<file path="config.mk">
export PLATFORM = sky130hd
export DESIGN_NAME = seg7_scan
export DESIGN_NICKNAME = d
export VERILOG_FILES = /design/src/rtl/seg7_pkg.sv /design/src/rtl/seg7_decode.sv /design/src/rtl/seg7_scan.sv
export SDC_FILE = /design/constraint.sdc
export NUM_CORES = 1
export LEC_CHECK = 0
export CORE_MARGIN = 3
export CORE_UTILIZATION = 45
export CTS_CLUSTER_SIZE = 28
export DETAILED_ROUTE_END_ITERATION = 10
export PLACE_DENSITY_LB_ADDON = 0.08
export SETUP_SLACK_MARGIN = 0.15
export SYNTH_ARGS = -nofsm -noshare
export SYNTH_HDL_FRONTEND = slang
export SYNTH_SLANG_ARGS = --single-unit
</file>
<file path="constraint.sdc">
create_clock -name clk -period 2.9 [get_ports clk]
set_clock_uncertainty 0.1 [all_clocks]
set_input_delay 0.435 -clock clk [delete_from_list [all_inputs] [get_ports clk]]
set_output_delay 0.435 -clock clk [all_outputs]
set_load 0.02 [all_outputs]
</file>
<file path="src/rtl/seg7_pkg.sv">
// Shared constants for the 4-digit seven-segment scanner.
// Latency: n/a (package only).
// Backpressure: n/a (package only).
//
// Holds the active-low segment patterns ({g,f,e,d,c,b,a}), the special digit
// codes, the scan state encoding, the shadow register layout and a small
// helper that turns a scan index into an active-low anode select.
package seg7_pkg;

  typedef logic [3:0] bcd_t;
  typedef logic [6:0] seg_t;

  // Shadow copy of one captured display frame. Index 3 = thousands, 0 = units.
  typedef struct packed {
    logic [3:0][3:0] dig;
    logic [3:0]      dp;
  } shadow_t;

  // Special input codes.
  localparam bcd_t CODE_ZERO  = 4'h0;
  localparam bcd_t CODE_MINUS = 4'hA;
  localparam bcd_t CODE_BLANK = 4'hF;

  // Active-low segment patterns, bit order {g,f,e,d,c,b,a}.
  localparam seg_t SEG_0     = 7'b1000000;
  localparam seg_t SEG_1     = 7'b1111001;
  localparam seg_t SEG_2     = 7'b0100100;
  localparam seg_t SEG_3     = 7'b0110000;
  localparam seg_t SEG_4     = 7'b0011001;
  localparam seg_t SEG_5     = 7'b0010010;
  localparam seg_t SEG_6     = 7'b0000010;
  localparam seg_t SEG_7     = 7'b1111000;
  localparam seg_t SEG_8     = 7'b0000000;
  localparam seg_t SEG_9     = 7'b0010000;
  localparam seg_t SEG_MINUS = 7'b0111111;
  localparam seg_t SEG_BLANK = 7'b1111111;
  localparam seg_t SEG_E     = 7'b0000110;

  // Scan state encoding: the state value is also the digit position index.
  localparam logic [1:0] SCAN_S0 = 2'd0;  // units
  localparam logic [1:0] SCAN_S1 = 2'd1;  // tens
  localparam logic [1:0] SCAN_S2 = 2'd2;  // hundreds
  localparam logic [1:0] SCAN_S3 = 2'd3;  // thousands

  localparam logic [3:0] AN_OFF = 4'b1111;

  // Next scan state: units -> tens -> hundreds -> thousands -> units.
  function automatic logic [1:0] scan_next(input logic [1:0] s);
    logic [1:0] n;
    case (s)
      SCAN_S0: n = SCAN_S1;
      SCAN_S1: n = SCAN_S2;
      SCAN_S2: n = SCAN_S3;
      default: n = SCAN_S0;
    endcase
    return n;
  endfunction

  // Active-low one-hot anode select for a scan state.
  function automatic logic [3:0] an_select(input logic [1:0] s);
    logic [3:0] onehot;
    onehot = 4'b0001 << s;
    return ~onehot;
  endfunction

endpackage

</file>
<file path="src/rtl/seg7_decode.sv">
// Code-to-segment decoder: 4-bit digit code in, active-low 7-segment pattern out.
// Latency: combinational, zero cycles.
// Backpressure: none; output follows input continuously.
//
// Ports:
//   code : 4-bit code (0-9 digits, A minus, B-E error glyph, F blank)
//   pat  : active-low segments {g,f,e,d,c,b,a}
module seg7_decode
  import seg7_pkg::*;
(
  input  logic [3:0] code,
  output logic [6:0] pat
);

  always_comb begin
    pat = SEG_E;  // 0xB-0xE all show 'E'
    case (code)
      4'h0: pat = SEG_0;
      4'h1: pat = SEG_1;
      4'h2: pat = SEG_2;
      4'h3: pat = SEG_3;
      4'h4: pat = SEG_4;
      4'h5: pat = SEG_5;
      4'h6: pat = SEG_6;
      4'h7: pat = SEG_7;
      4'h8: pat = SEG_8;
      4'h9: pat = SEG_9;
      4'hA: pat = SEG_MINUS;
      4'hF: pat = SEG_BLANK;
      default: pat = SEG_E;
    endcase
  end

endmodule

</file>
<file path="src/rtl/seg7_scan.sv">
// 4-digit multiplexed seven-segment driver with leading-zero blanking.
// Latency: an/seg/dp registered, one clock after scan index or shadow change.
// Backpressure: none; load is a one-cycle strobe always accepted.
//
// Ports:
//   clk      : system clock, rising edge
//   rst      : asynchronous active-low reset
//   load     : capture strobe for dig1000..dig1 and dp_mask
//   dig1000, dig100, dig10, dig1 : BCD/code digits, thousands..units
//   dp_mask  : decimal point enable per position, bit3 = thousands
//   an       : active-low anode selects, bit3 = thousands
//   seg      : active-low segments {g,f,e,d,c,b,a}
//   dp       : active-low decimal point
//   busy     : registered copy of load (one cycle high per capture)
module seg7_scan
  import seg7_pkg::*;
#(
  parameter int REFRESH_DIV = 50000,
  parameter int LZ_BLANK    = 1
) (
  input  logic       clk,
  input  logic       rst,
  input  logic       load,
  input  logic [3:0] dig1000,
  input  logic [3:0] dig100,
  input  logic [3:0] dig10,
  input  logic [3:0] dig1,
  input  logic [3:0] dp_mask,
  output logic [3:0] an,
  output logic [6:0] seg,
  output logic       dp,
  output logic       busy
);

  localparam int CW = (REFRESH_DIV > 2) ? $clog2(REFRESH_DIV) : 1;
  localparam logic [CW-1:0] CNT_LAST = CW'(REFRESH_DIV - 1);

  logic [CW-1:0] cnt;
  logic          tick;
  logic [1:0]    scan_idx;
  shadow_t       sh;

  // ---------------------------------------------------------------------------
  // Prescaler and scan index. Load never touches either, so the display
  // cadence is independent of when new values arrive.
  // ---------------------------------------------------------------------------
  assign tick = (cnt == CNT_LAST);

  always_ff @(posedge clk or negedge rst) begin
    if (!rst) begin
      cnt      <= '0;
      scan_idx <= SCAN_S0;
    end else begin
      if (tick) begin
        cnt      <= '0;
        scan_idx <= scan_next(scan_idx);
      end else begin
        cnt <= cnt + CW'(1);
      end
    end
  end

  // ---------------------------------------------------------------------------
  // Shadow registers. Inputs are only sampled on load, so the digit bus may
  // carry anything in between. Reset leaves every position showing blank.
  // ---------------------------------------------------------------------------
  always_ff @(posedge clk or negedge rst) begin
    if (!rst) begin
      sh.dig <= {4{CODE_BLANK}};
      sh.dp  <= '0;
      busy   <= 1'b0;
    end else begin
      busy <= load;
      if (load) begin
        sh.dig <= {dig1000, dig100, dig10, dig1};
        sh.dp  <= dp_mask;
      end
    end
  end

  // ---------------------------------------------------------------------------
  // Leading-zero blanking.
  //   clear_above[k] : every position above k holds 0 or the blank code
  //   dp_guard[k]    : a decimal point is lit at k or anywhere above it; a
  //                    zero next to a visible point (e.g. "0.5") must show
  // Units are never blanked so a value of zero still reads "0".
  // ---------------------------------------------------------------------------
  logic [3:0] zero_or_blank;
  logic [3:0] clear_above;
  logic [3:0] dp_guard;
  logic [3:0] blank_pos;

  always_comb begin
    zero_or_blank = '0;
    clear_above   = '0;
    dp_guard      = '0;
    blank_pos     = '0;

    for (int k = 0; k < 4; k++) begin
      zero_or_blank[k] = (sh.dig[k] == CODE_ZERO) || (sh.dig[k] == CODE_BLANK);
    end

    clear_above[3] = 1'b1;
    dp_guard[3]    = sh.dp[3];
    for (int k = 2; k >= 0; k--) begin
      clear_above[k] = clear_above[k+1] & zero_or_blank[k+1];
      dp_guard[k]    = dp_guard[k+1] | sh.dp[k];
    end

    for (int k = 1; k < 4; k++) begin
      blank_pos[k] = (LZ_BLANK != 0) && (sh.dig[k] == CODE_ZERO) &&
                     clear_above[k] && !dp_guard[k];
    end
  end

  // ---------------------------------------------------------------------------
  // Digit selection and decode for the active position.
  // ---------------------------------------------------------------------------
  logic [3:0] disp_code;
  logic [6:0] disp_pat;
  logic       anode_on;

  always_comb begin
    disp_code = sh.dig[scan_idx];
    if (blank_pos[scan_idx]) begin
      disp_code = CODE_BLANK;
    end
  end

  seg7_decode u_decode (
    .code (disp_code),
    .pat  (disp_pat)
  );

  // Count 0 of every slot is a dead gap: the previous anode has been released
  // and the next one is not yet driven, which removes ghosting while the
  // segment lines change. Segments and dp are parked off in the gap as well.
  assign anode_on = (cnt != '0);

  always_ff @(posedge clk or negedge rst) begin
    if (!rst) begin
      an  <= AN_OFF;
      seg <= SEG_BLANK;
      dp  <= 1'b1;
    end else begin
      an  <= anode_on ? an_select(scan_idx) : AN_OFF;
      seg <= anode_on ? disp_pat : SEG_BLANK;
      dp  <= ~(anode_on & sh.dp[scan_idx]);
    end
  end

endmodule

</file>
==> metrics.md, run 1 <==
| Metric | Value |
|---|---|
| Die Wd | 81.2 microns |
| Worst EP required | 3010 ps |
| CTS root buffer | clkbuf_8 |
| Post-CTS setup repair buffer count | 0 |
| Yosys cell types | 37 |
| Hold Path Class | in2async |
| Unrepaired setup endpoints after global routing | false |
| Setup ws final | 416 ps |
| CTS Sinks | 51 |
| Total GRT Usage | 14.4% |
| Initial Util | 48.3% |
| Final hold vios | 0 |
| Layout cell share with drive strength beyond 1 | 27.1% |
| Pre-CTS setup slack | 407 ps |
| Most frequent CP cell | a21oi_1 |
| Slew Viols, Final | 0 |
| Min Tclk post-route | 2480 ps |
| Die Area | 6590 sq um |
| Pwr dens | 469 nW/um^2 |
| CP delay by family, top | simple AND/OR/NAND/NOR gates |
| # rows | 26 |
| Via count | 1638 |
| Tightest Pin Transition | 751 ps |
| FFs w/ async S/R, synth | 100% |
| Post-Syn Nets | 246 |
| H-Tree Depth | 2 |
| Number of fill cells | 488 |
| Residual DRC | 0 |
| RePlAce Congestion | 0.805 |
| Layout area overhead | 19.1% |
| Rel. slew slack | 49.9% |
| Yosys warning count | 0 |
| Fmax | 403 MHz |
| Synthesized area | 2540 sq um |
| Cts repair resizes | 0 |
| DR pass1 iterations | 4 |
| First-pass GRT wire length | 7360 microns |
| Yosys reg bits | 51 |
| Final #Nets | 285 |
| Initial DRC count | 65 |
| Synth Flop Type | dfstp_2 |
| DP HPWL | 3300 microns |
| Maximum vdd ir drop | 0.279 mV |
| Leakage | 1.31 nW |
| Vias/cell | 5.10 |
| Setup TNS | 0 ps |
| Ant diodes | 0 |
| Worst setup SP type | register |
| Worst Setup Path Type | reg2reg |
| Die Span Y | 81.2 microns |
| Syn Area/Cell | 12.1 sq um |
| Status | completed |
| Ports | 36 |
| Crit. End Element | register |
| Post-synthesis cell count | 211 |
| Overflow after GRT | 0 |
| WL/cell | 13.2 microns |
| Antenna violations before repair | 0 |
| Final ANT Viol Nets | 0 |
| Largest net degree at the start of global routing | 37 |
| Seq/Total Area, Yosys | 51.5% |
| Worst Path Max Fanout | 9 |
| EDFF count, synth | 0 |
| CTS tree | done |
| Hold Slack | 101 ps |
| WP buf/inv | 1 |
| Worst path arrival time | 2590 ps |
| Cell breakdown of the critical path | nor4b_1, a21oi_1, nor4b_4, nand2b_1, inv_1, ha_1, nand3b_1, nand3_1, a21oi_1, o21ai_0 |
| Max cap viols | 0 |
| CTS buffer count | 5 |
| Core ar. | 5270 sq um |
| Detailed Route WL | 4230 microns |
| Final Power | 1.42 mW |
| Vias in the first global route | 1530 |
| Clk_lat worst skew | 290 ps |
| Setup-failing EPs final | 0 |
| Clock slew at reported path FFs | 90 ps |
| Maximum clock path buffer count | 2 |
| Core Util, Final | 57.5% |
| Port buffer count | 35 |
| Crit share post-route | 85.7% |
| Worst stage delay on the critical path | 500 ps |
| CP max-delay cell | nor4b_4 |
| Hold_buf cts | 0 |
==> metrics by stage <==
step           std cells  area (sq um)
2_1_floorplan        211          2540
3_3_place_gp         313          2950
3_5_place_dp         313          2950
4_1_cts              321          3030
5_1_grt              321          3030
6_report             321          3030
==> routing by layer <==
| metal | GRT usage, % | vias up | wire length [microns] |
|---|---|---|---|
| met5 | 0 | - | 0 |
| met4 | 3.55 | 0 | 26 |
| met3 | 3.99 | 4 | 261 |
| met2 | 20.5 | 52 | 1860 |
| met1 | 21.6 | 767 | 2080 |
| li1 | - | 815 | - |
==> cell families (layout without fill, tap and decap cells) <==
logic type / after synthesis / count (layout) / share of synthesized area, %
and+or+nand+nor: 71 / 71 / 15.4
xor gates and xnor gates: 14 / 14 / 4.82
buffers and inverters: 16 / 56 / 3.49
muxes: 27 / 27 / 14.4
AOI/OAI and AO/OA: 20 / 20 / 4.43
adders and majority gates: 12 / 12 / 5.90
DFF: 51 / 51 / 51.5
==> final cells by class <==
cell class	count	area, sq um	area share [%]
sequential	51	1310	43.3
multi-input combinational	144	1140	37.8
timing repair buffer	38	368	12.1
tap	70	87.6	2.89
clock buffer	7	76.3	2.52
inverter	10	37.5	1.24
clock inverter	1	5.00	0.165
==> cells in the final DEF, fill, tap and decap left out, types with 2 or more instances in the layout <==
cell type,n
clkbuf_1,2
mux2i_1,2
dfrtp_1,23
nor3_1,5
nand4_1,2
inv_1,10
nand2b_1,2
mux4_2,3
nor4_1,4
or2_2,3
mux2_2,20
nand3_1,11
clkbuf_8,5
a21oi_1,8
nor4b_1,2
ha_1,12
buf_4,3
clkdlybuf4s50_1,34
nor2_1,15
nor2b_1,3
mux4_1,2
xnor2_1,5
nand2_1,17
xor2_1,9
dfstp_2,28
o21ai_0,8
==> power by group <==
group	switching [mW]	total, mW	internal [mW]	leakage [nW]
combinational	0.0997	0.219	0.119	0.679
sequential	0.0286	0.817	0.788	0.589
clock	0.215	0.385	0.170	0.0422
total	0.343	1.42	1.08	1.31
==> state kept, by name, indices dropped and copies added, names as in the netlist <==
name,count
dp_guard,1
busy,1
sh,19
an,4
scan_idx,2
seg,7
cnt,16
dp,1
==> final timing paths <==
check / from / end / slack, ps / depth (start not counted)
setup / recovery: sh[2] / seg[5] / 420 / 10
hold / removal: rst / cnt[13] / 100 / 1
setup reg to reg: sh[2] / seg[5] / 420 / 10
hold reg to reg: cnt[10] / cnt[10] / 410 / 1
max in group asynchronous: rst / sh[13] / 1850 / 2
min in group clk: cnt[10] / cnt[10] / 410 / 1
==> cells in the mapped netlist, types with 2 or more instances <==
cell type,instances,area (sq um)
a21oi_1,8,40.0
buf_6,2,22.5
clkbuf_1,2,7.51
dfrtp_1,23,576
dfstp_2,28,736
ha_1,12,150
inv_1,10,37.5
mux2_2,20,225
mux2i_1,2,20.0
mux4_1,2,52.6
mux4_2,3,67.6
nand2_1,17,63.8
nand2b_1,2,12.5
nand3_1,11,55.1
nand4_1,2,12.5
nor2_1,15,56.3
nor2b_1,3,18.8
nor3_1,5,25.0
nor4_1,4,25.0
nor4b_1,2,17.5
o21ai_0,8,40.0
or2_2,3,18.8
xnor2_1,5,43.8
xor2_1,9,78.8
Note: power is estimated with default switching activity, not from simulation.
==> inputs of run 2 (changes only) <==
Settings changed: PLACE_DENSITY set to 0.68, PLACE_DENSITY_LB_ADDON 0.08 to not set.
==> run 2 against run 1 <==
Against the previous run: register-to-register slack gained 60 ps; clock power is 31% higher; via count up 2.6%; final area grew 1.7%; critical endpoint unchanged.
==> metrics.md, run 2 (synthesis gave the netlist of run 1 again) <==
| Metric | Value |
|---|---|
| DR pass1 iterations | 5 (+1) |
| Max cap viols | 0 (unchanged) |
| Total instance count after detailed placement | 314 (+0.32%) |
| Initial Util | 48.3% (unchanged) |
| Crit. End Element | register |
| CTS Sinks | 51 (unchanged) |
| DP HPWL | 3220 microns (-2.6%) |
| Register share of total power | 52.9% (-4.6 points) |
| Crit share post-route | 83.5% (-2.1 points) |
| R2r setup slk | 480 ps (+60 ps) |
| Top Registers | sh: 19 flops, cnt: 16 flops, seg: 7 flops |
| Residual DRC | 0 (unchanged) |
| Most frequent cells in the layout | 34 x clkdlybuf4s50_1, 28 x dfstp_2, 22 x dfrtp_1 |
| CTS root buffer | clkbuf_8 |
| Worst Setup Path Type | reg2reg |
| Detailed Route WL | 4330 microns (+2.4%) |
| Top reg by flops | sh |
| Register-to-Register Path Depth | 10 (unchanged) |
| Via count | 1680 (+2.6%) |
| Vias in the first global route | 1556 (+1.7%) |
| Die Wd | 81.2 microns (unchanged) |
| Rel. slew slack | 49.8% (-0.17 points) |
| Worst EP required | 3020 ps (about the same) |
| Ports | 36 (unchanged) |
| Worst Path Max Fanout | 7 (-2) |
| Maximum vdd ir drop | 0.271 mV (-3.1%) |
| Max reg flops | 19 (unchanged) |
| Setup-failing EPs final | 0 (unchanged) |
| Vias/cell | 5.20 (+1.9%) |
| Net Sw Power | 353 uW (+2.9%) |
| Maximum clock path buffer count | 2 (unchanged) |
| CTS tree | done |
| First-pass GRT wire length | 7310 microns (-0.75%) |
| Layout area overhead | 21.2% |
| Combinational Power Share | 14.4% (-1.0 points) |
| Leakage | 1.34 nW (+2.1%) |
| Core ar. | 5270 sq um (unchanged) |
| Tightest Pin Transition | 754 ps (+2.60 ps) |
| Setup TNS | 0 ps (unchanged) |
| CTS buffer count | 5 (unchanged) |
| WL/cell | 13.4 microns (+1.7%) |
| Total area of sequential cells | 1310 sq um (about the same) |
| Worst path arrival time | 2540 ps (-50 ps) |
| Antenna violations before repair | 0 (unchanged) |
| Die Span Y | 81.2 microns (unchanged) |
| Number of fill cells | 459 (-5.9%) |
| Unrepaired setup endpoints after global routing | false |
| Slew Viols, Final | 0 (unchanged) |
| Die Area | 6590 sq um (unchanged) |
| Sw Share | 22.9% (-1.2 points) |
| Setup ws final | 478 ps (+62.1 ps) |
| Layout cell share with drive strength beyond 1 | 28.9% (+1.8 points) |
| Initial DRC count | 104 (+60%) |
| Fmax | 413 MHz (+2.6%) |
| RePlAce Congestion | 0.803 (-0.29%) |
| Power Internal | 1.19 mW (+10%) |
| # rows | 26 (unchanged) |
| Launch point of the worst reg-to-reg path | sh[15] |
| Worst setup SP type | register |
| Final ANT Viol Nets | 0 (unchanged) |
| Largest net degree at the start of global routing | 36 (-2.7%) |
| Footprint of the multi-input gates | 1140 sq um (unchanged) |
| Reg-to-Reg End | seg[5] |
| Pre-CTS setup slack | 408 ps (+0.190 ps) |
| Clk_lat worst skew | 300 ps (about the same) |
| Clock power frac | 32.7% (+5.6 points) |
| Status | completed |
| Pwr dens | 500 nW/um^2 (+6.6%) |
| Min Tclk post-route | 2420 ps (-62.1 ps) |
| Ant diodes | 0 (unchanged) |
| Port buffer count | 35 (unchanged) |
| Total GRT Usage | 14.7% (+0.28 points) |
| Clock slew at reported path FFs | 90 ps (about the same) |
| Overflow after GRT | 0 (unchanged) |
| Final #Nets | 287 (+0.70%) |
| Most common cell after layout, fill and taps aside | clkdlybuf4s50_1 |
| Final hold vios | 0 (unchanged) |
| Layout Cells excl Fill | 323 (+0.62%) |
| Hold Path Class | in2async |
| H-Tree Depth | 2 (unchanged) |
| CP Launch Point | sh[15] |
-- run 2: cell types whose count changed in the layout (fill, tap and decap cells not counted), sizes merged --
| cell | before | now |
|---|---|---|
| bufinv | 0 | 1 |
| clkbuf | 7 | 6 |
| buf | 4 | 6 |
-- run 2: layout make-up --
class,count,area share [%]
tap,70,2.84
multi-input combinational,144,37.1
clock inverter,2,1.14
clock buffer,6,2.68
inverter,10,1.22
timing repair buffer,40,12.4
sequential,51,42.6
-- run 2: worst max-delay path: stages, from the launching register on --
cell and delay (ps):
dfstp_2 570, a41o_2 190, a21oi_1 90, nor4b_4 440, nand2b_1 210, inv_1 70, ha_1 190, nand3b_1 90
nand3_1 90, a21oi_1 190, o21ai_0 120
-- run 2: what timing repair did --
item	4_1_cts	5_1_grt
gates resized for setup	0	1
hold buffers	0	0
buffers inserted	0	1
setup endpoints to repair	0	3
-- run 2: per-layer routing --
layer / vias up / global-route usage, % / routed length [microns]
li1: 823 / - / -
met1: 814 / 19.4 / 1980
met2: 36 / 22.9 / 2080
met3: 7 / 3.66 / 191
met4: 0 / 6.59 / 80
met5: - / 0 / 0
-- run 2: metrics by stage --
stage | total power [mW] | util (%) | hold slack [ps] | cell area [sq um]
floorplan | 0.949 | - | 39.4 | 2540
CTS | 1.57 | 58.3 | 118 | 3070
global placement | 1.05 | 56.1 | 390 | 2960
finish | 1.54 | 58.5 | 91.1 | 3080
detailed placement | 1.05 | 56.1 | 392 | 2960
global route | 1.63 | 58.5 | 137 | 3080
-- run 2: power groups by stage --
stage | Clock (mW) | Combinational [mW] | Sequential (mW)
5_1_grt | 0.557 | 0.245 | 0.824
6_report | 0.503 | 0.222 | 0.815
2_1_floorplan | 0 | 0.103 | 0.846
4_1_cts | 0.528 | 0.226 | 0.817
3_5_place_dp | 0 | 0.224 | 0.829
3_3_place_gp | 0 | 0.223 | 0.828
-- run 2: worst max path at each step --
stage          endpoint
2_1_floorplan    seg[0]
5_1_grt          seg[5]
6_report         seg[5]
3_3_place_gp     seg[5]
3_5_place_dp     seg[5]
4_1_cts          seg[5]
==> inputs of run 3 (changes only) <==
Settings changed: PLACE_DENSITY 0.68 to 0.7.
Clock period 2.9 ns to 2.1 ns, I/O delays scaled along.
==> run 3 against run 2 <==
Against the previous run: the run now ends with negative setup slack left; non-clock buffer count grew 19; clock power grew 13%; setup slack worse by 510 ps; sequential cell count unchanged; sequential power increased by 39%; sequential share of layout area shrank 2.6 points; combinational power increased by 59%; via count increased by 3.5%; register-to-register slack lost 510 ps; critical endpoint is now seg[0]; highest routed layer unchanged.
==> metrics.md, run 3 (synthesis gave the netlist of run 1 again) <==
| Metric | Value |
|---|---|
| Setup ws final | -36.0 ps (-514 ps) |
| H-Tree Depth | 2 (unchanged) |
| Worst setup SP type | register |
| Residual DRC | 0 (unchanged) |
| Vias/cell | 5.08 (-2.3%) |
| Min Tclk post-route | 2140 ps (-286 ps) |
| Status | complete, but fails checks |
| Antenna violations before repair | 0 (unchanged) |
| Clock slew at reported path FFs | 90 ps (about the same) |
| Max cap viols | 0 (unchanged) |
| Footprint of the multi-input gates | 1210 sq um (+5.9%) |
| CTS buffer count | 5 (unchanged) |
| Max reg flops | 19 (unchanged) |
| Net Sw Power | 501 uW (+42%) |
| DP HPWL | 3410 microns (+6.1%) |
| First-pass GRT wire length | 7960 microns (+9.0%) |
| Leakage | 1.43 nW (+6.9%) |
| Crit share post-route | 102% (+18 points) |
| Vias in the first global route | 1655 (+6.4%) |
| DR pass1 iterations | 4 (-1) |
| Port buffer count | 35 (unchanged) |
| Die Span Y | 81.2 microns (unchanged) |
| Final Power | 2.05 mW (+33%) |
| Hold Slack | 417 ps (+326 ps) |
| Worst path arrival time | 2260 ps (-280 ps) |
| Setup TNS | -88.5 ps (-88.5 ps) |
| Ports | 36 (unchanged) |
| Failing checks | negative setup slack |
| Largest net degree at the start of global routing | 52 (+44%) |
| Combinational Power Share | 17.3% (+2.9 points) |
| Tightest Pin Transition | 457 ps (-297 ps) |
| Hold Path Class | in2async |
| CP Launch Point | sh[12] |
| Maximum vdd ir drop | 0.356 mV (+31%) |
| CTS root buffer | clkbuf_8 |
| WL/cell | 13.7 microns (+2.4%) |
| Final #Nets | 306 (+6.6%) |
| Power Internal | 1.55 mW (+31%) |
| Register-to-Register Path Depth | 10 (unchanged) |
| Via count | 1738 (+3.5%) |
| Clock power frac | 27.8% (-4.9 points) |
| Initial Util | 48.3% (unchanged) |
| Unrepaired setup endpoints after global routing | true |
| Launch point of the worst reg-to-reg path | sh[12] |
| Most common cell after layout, fill and taps aside | clkdlybuf4s50_1 |
| Die Wd | 81.2 microns (unchanged) |
| Pwr dens | 625 nW/um^2 (+25%) |
| Die Area | 6590 sq um (unchanged) |
| Slew Viols, Final | 0 (unchanged) |
| Clk_lat worst skew | 300 ps (about the same) |
| RePlAce Congestion | 0.844 (+5.1%) |
| Top Registers | sh: 19 flops, cnt: 16 flops, seg: 7 flops |
| Ant diodes | 0 (unchanged) |
| Sw Share | 24.4% (+1.5 points) |
| Maximum clock path buffer count | 2 (unchanged) |
| Fmax | 468 MHz (+13%) |
| Worst EP required | 2230 ps (-790 ps) |
| Setup-failing EPs final | 3 (+3) |
| Crit. End Element | register |
| Top reg by flops | sh |
| Layout cell share with drive strength beyond 1 | 36.8% (+7.9 points) |
| Detailed Route WL | 4700 microns (+8.5%) |
| Worst Path Max Fanout | 4 (-3) |
| Register share of total power | 55.0% (+2.1 points) |
| Number of fill cells | 435 (-5.2%) |
| Worst Setup Path Type | reg2reg |
| CTS Sinks | 51 (unchanged) |
| Most frequent cells in the layout | 34 x clkdlybuf4s50_1, 28 x dfstp_2, 22 x dfrtp_1, 22 x buf_4, 20 x mux2_2 |
| # rows | 26 (unchanged) |
| Total GRT Usage | 15.9% (+1.2 points) |
| CTS tree | done |
| Layout area overhead | 29.1% |
| Rel. slew slack | 69.1% (+19 points) |
| Final ANT Viol Nets | 0 (unchanged) |
| Initial DRC count | 57 (-45%) |
| Core ar. | 5270 sq um (unchanged) |
| Total area of sequential cells | 1310 sq um (unchanged) |
| Final hold vios | 0 (unchanged) |
| Overflow after GRT | 0 (unchanged) |
[run 3: changes by cell type in the layout (fill, tap and decap cells not counted), sizes merged]
cell,delta
dlygate4sd3,+1
bufinv,-1
clkbuf,+1
buf,+18
[run 3: power by group through the flow]
stage | Clock, mW | Combinational, mW | Sequential [mW]
4_1_cts | 0.598 | 0.351 | 1.13
3_3_place_gp | 0 | 0.341 | 1.14
3_5_place_dp | 0 | 0.345 | 1.14
2_1_floorplan | 0 | 0.150 | 1.17
5_1_grt | 0.635 | 0.390 | 1.14
6_report | 0.570 | 0.354 | 1.13
[run 3: repair_timing]
action	CTS	global route
hold endpoints to repair	23	0
hold buffers	1	0
buffers inserted	3	0
setup endpoints to repair	7	14
pin swaps	6	2
resized for setup	3	7
[run 3: path summary, 6_finish.rpt]
check,to,slack (ps)
setup reg to reg,seg[0],-40
max in group asynchronous,sh[10],1200
hold reg to reg,cnt[0],420
setup / recovery,seg[0],-40
min in group clk,cnt[0],420
hold / removal,cnt[13],420
[run 3: critical path, stage by stage, from the launching register on]
cell and delay, ps:
dfstp_2 570, a41o_2 200, a21oi_2 60, nor4b_4 310
nand2b_4 210, inv_4 40, ha_4 150, nand3b_1 90
nand3_1 90, a21oi_2 150, o21ai_1 90
[run 3: metrics by stage]
step,util (%),setup slack [ps],area [sq um],cells
finish,62.3,-36.0,3280,342
CTS,61.6,-39.0,3240,342
global placement,59.0,-31.6,3110,330
detailed placement,59.0,-69.2,3110,330
global route,62.3,-207,3280,342
floorplan,-,-44.1,2570,211
[run 3: cell type report]
class	instances	share of cell area (%)
Tap cell	70	2.67
Multi-Input combinational cell	144	36.9
Clock inverter	1	0.152
Sequential cell	51	40.0
Timing Repair Buffer	59	16.5
Clock buffer	7	2.63
Inverter	10	1.22
[run 3: routing by layer]
layer  track usage [%]  up-vias  part of all wire [%]
met4              5.91        0                   1.5
met3              4.10        6                   3.3
li1                  -      860                     -
met1              21.3      842                    46
met5                 0        -                     0
met2              24.7       30                    49
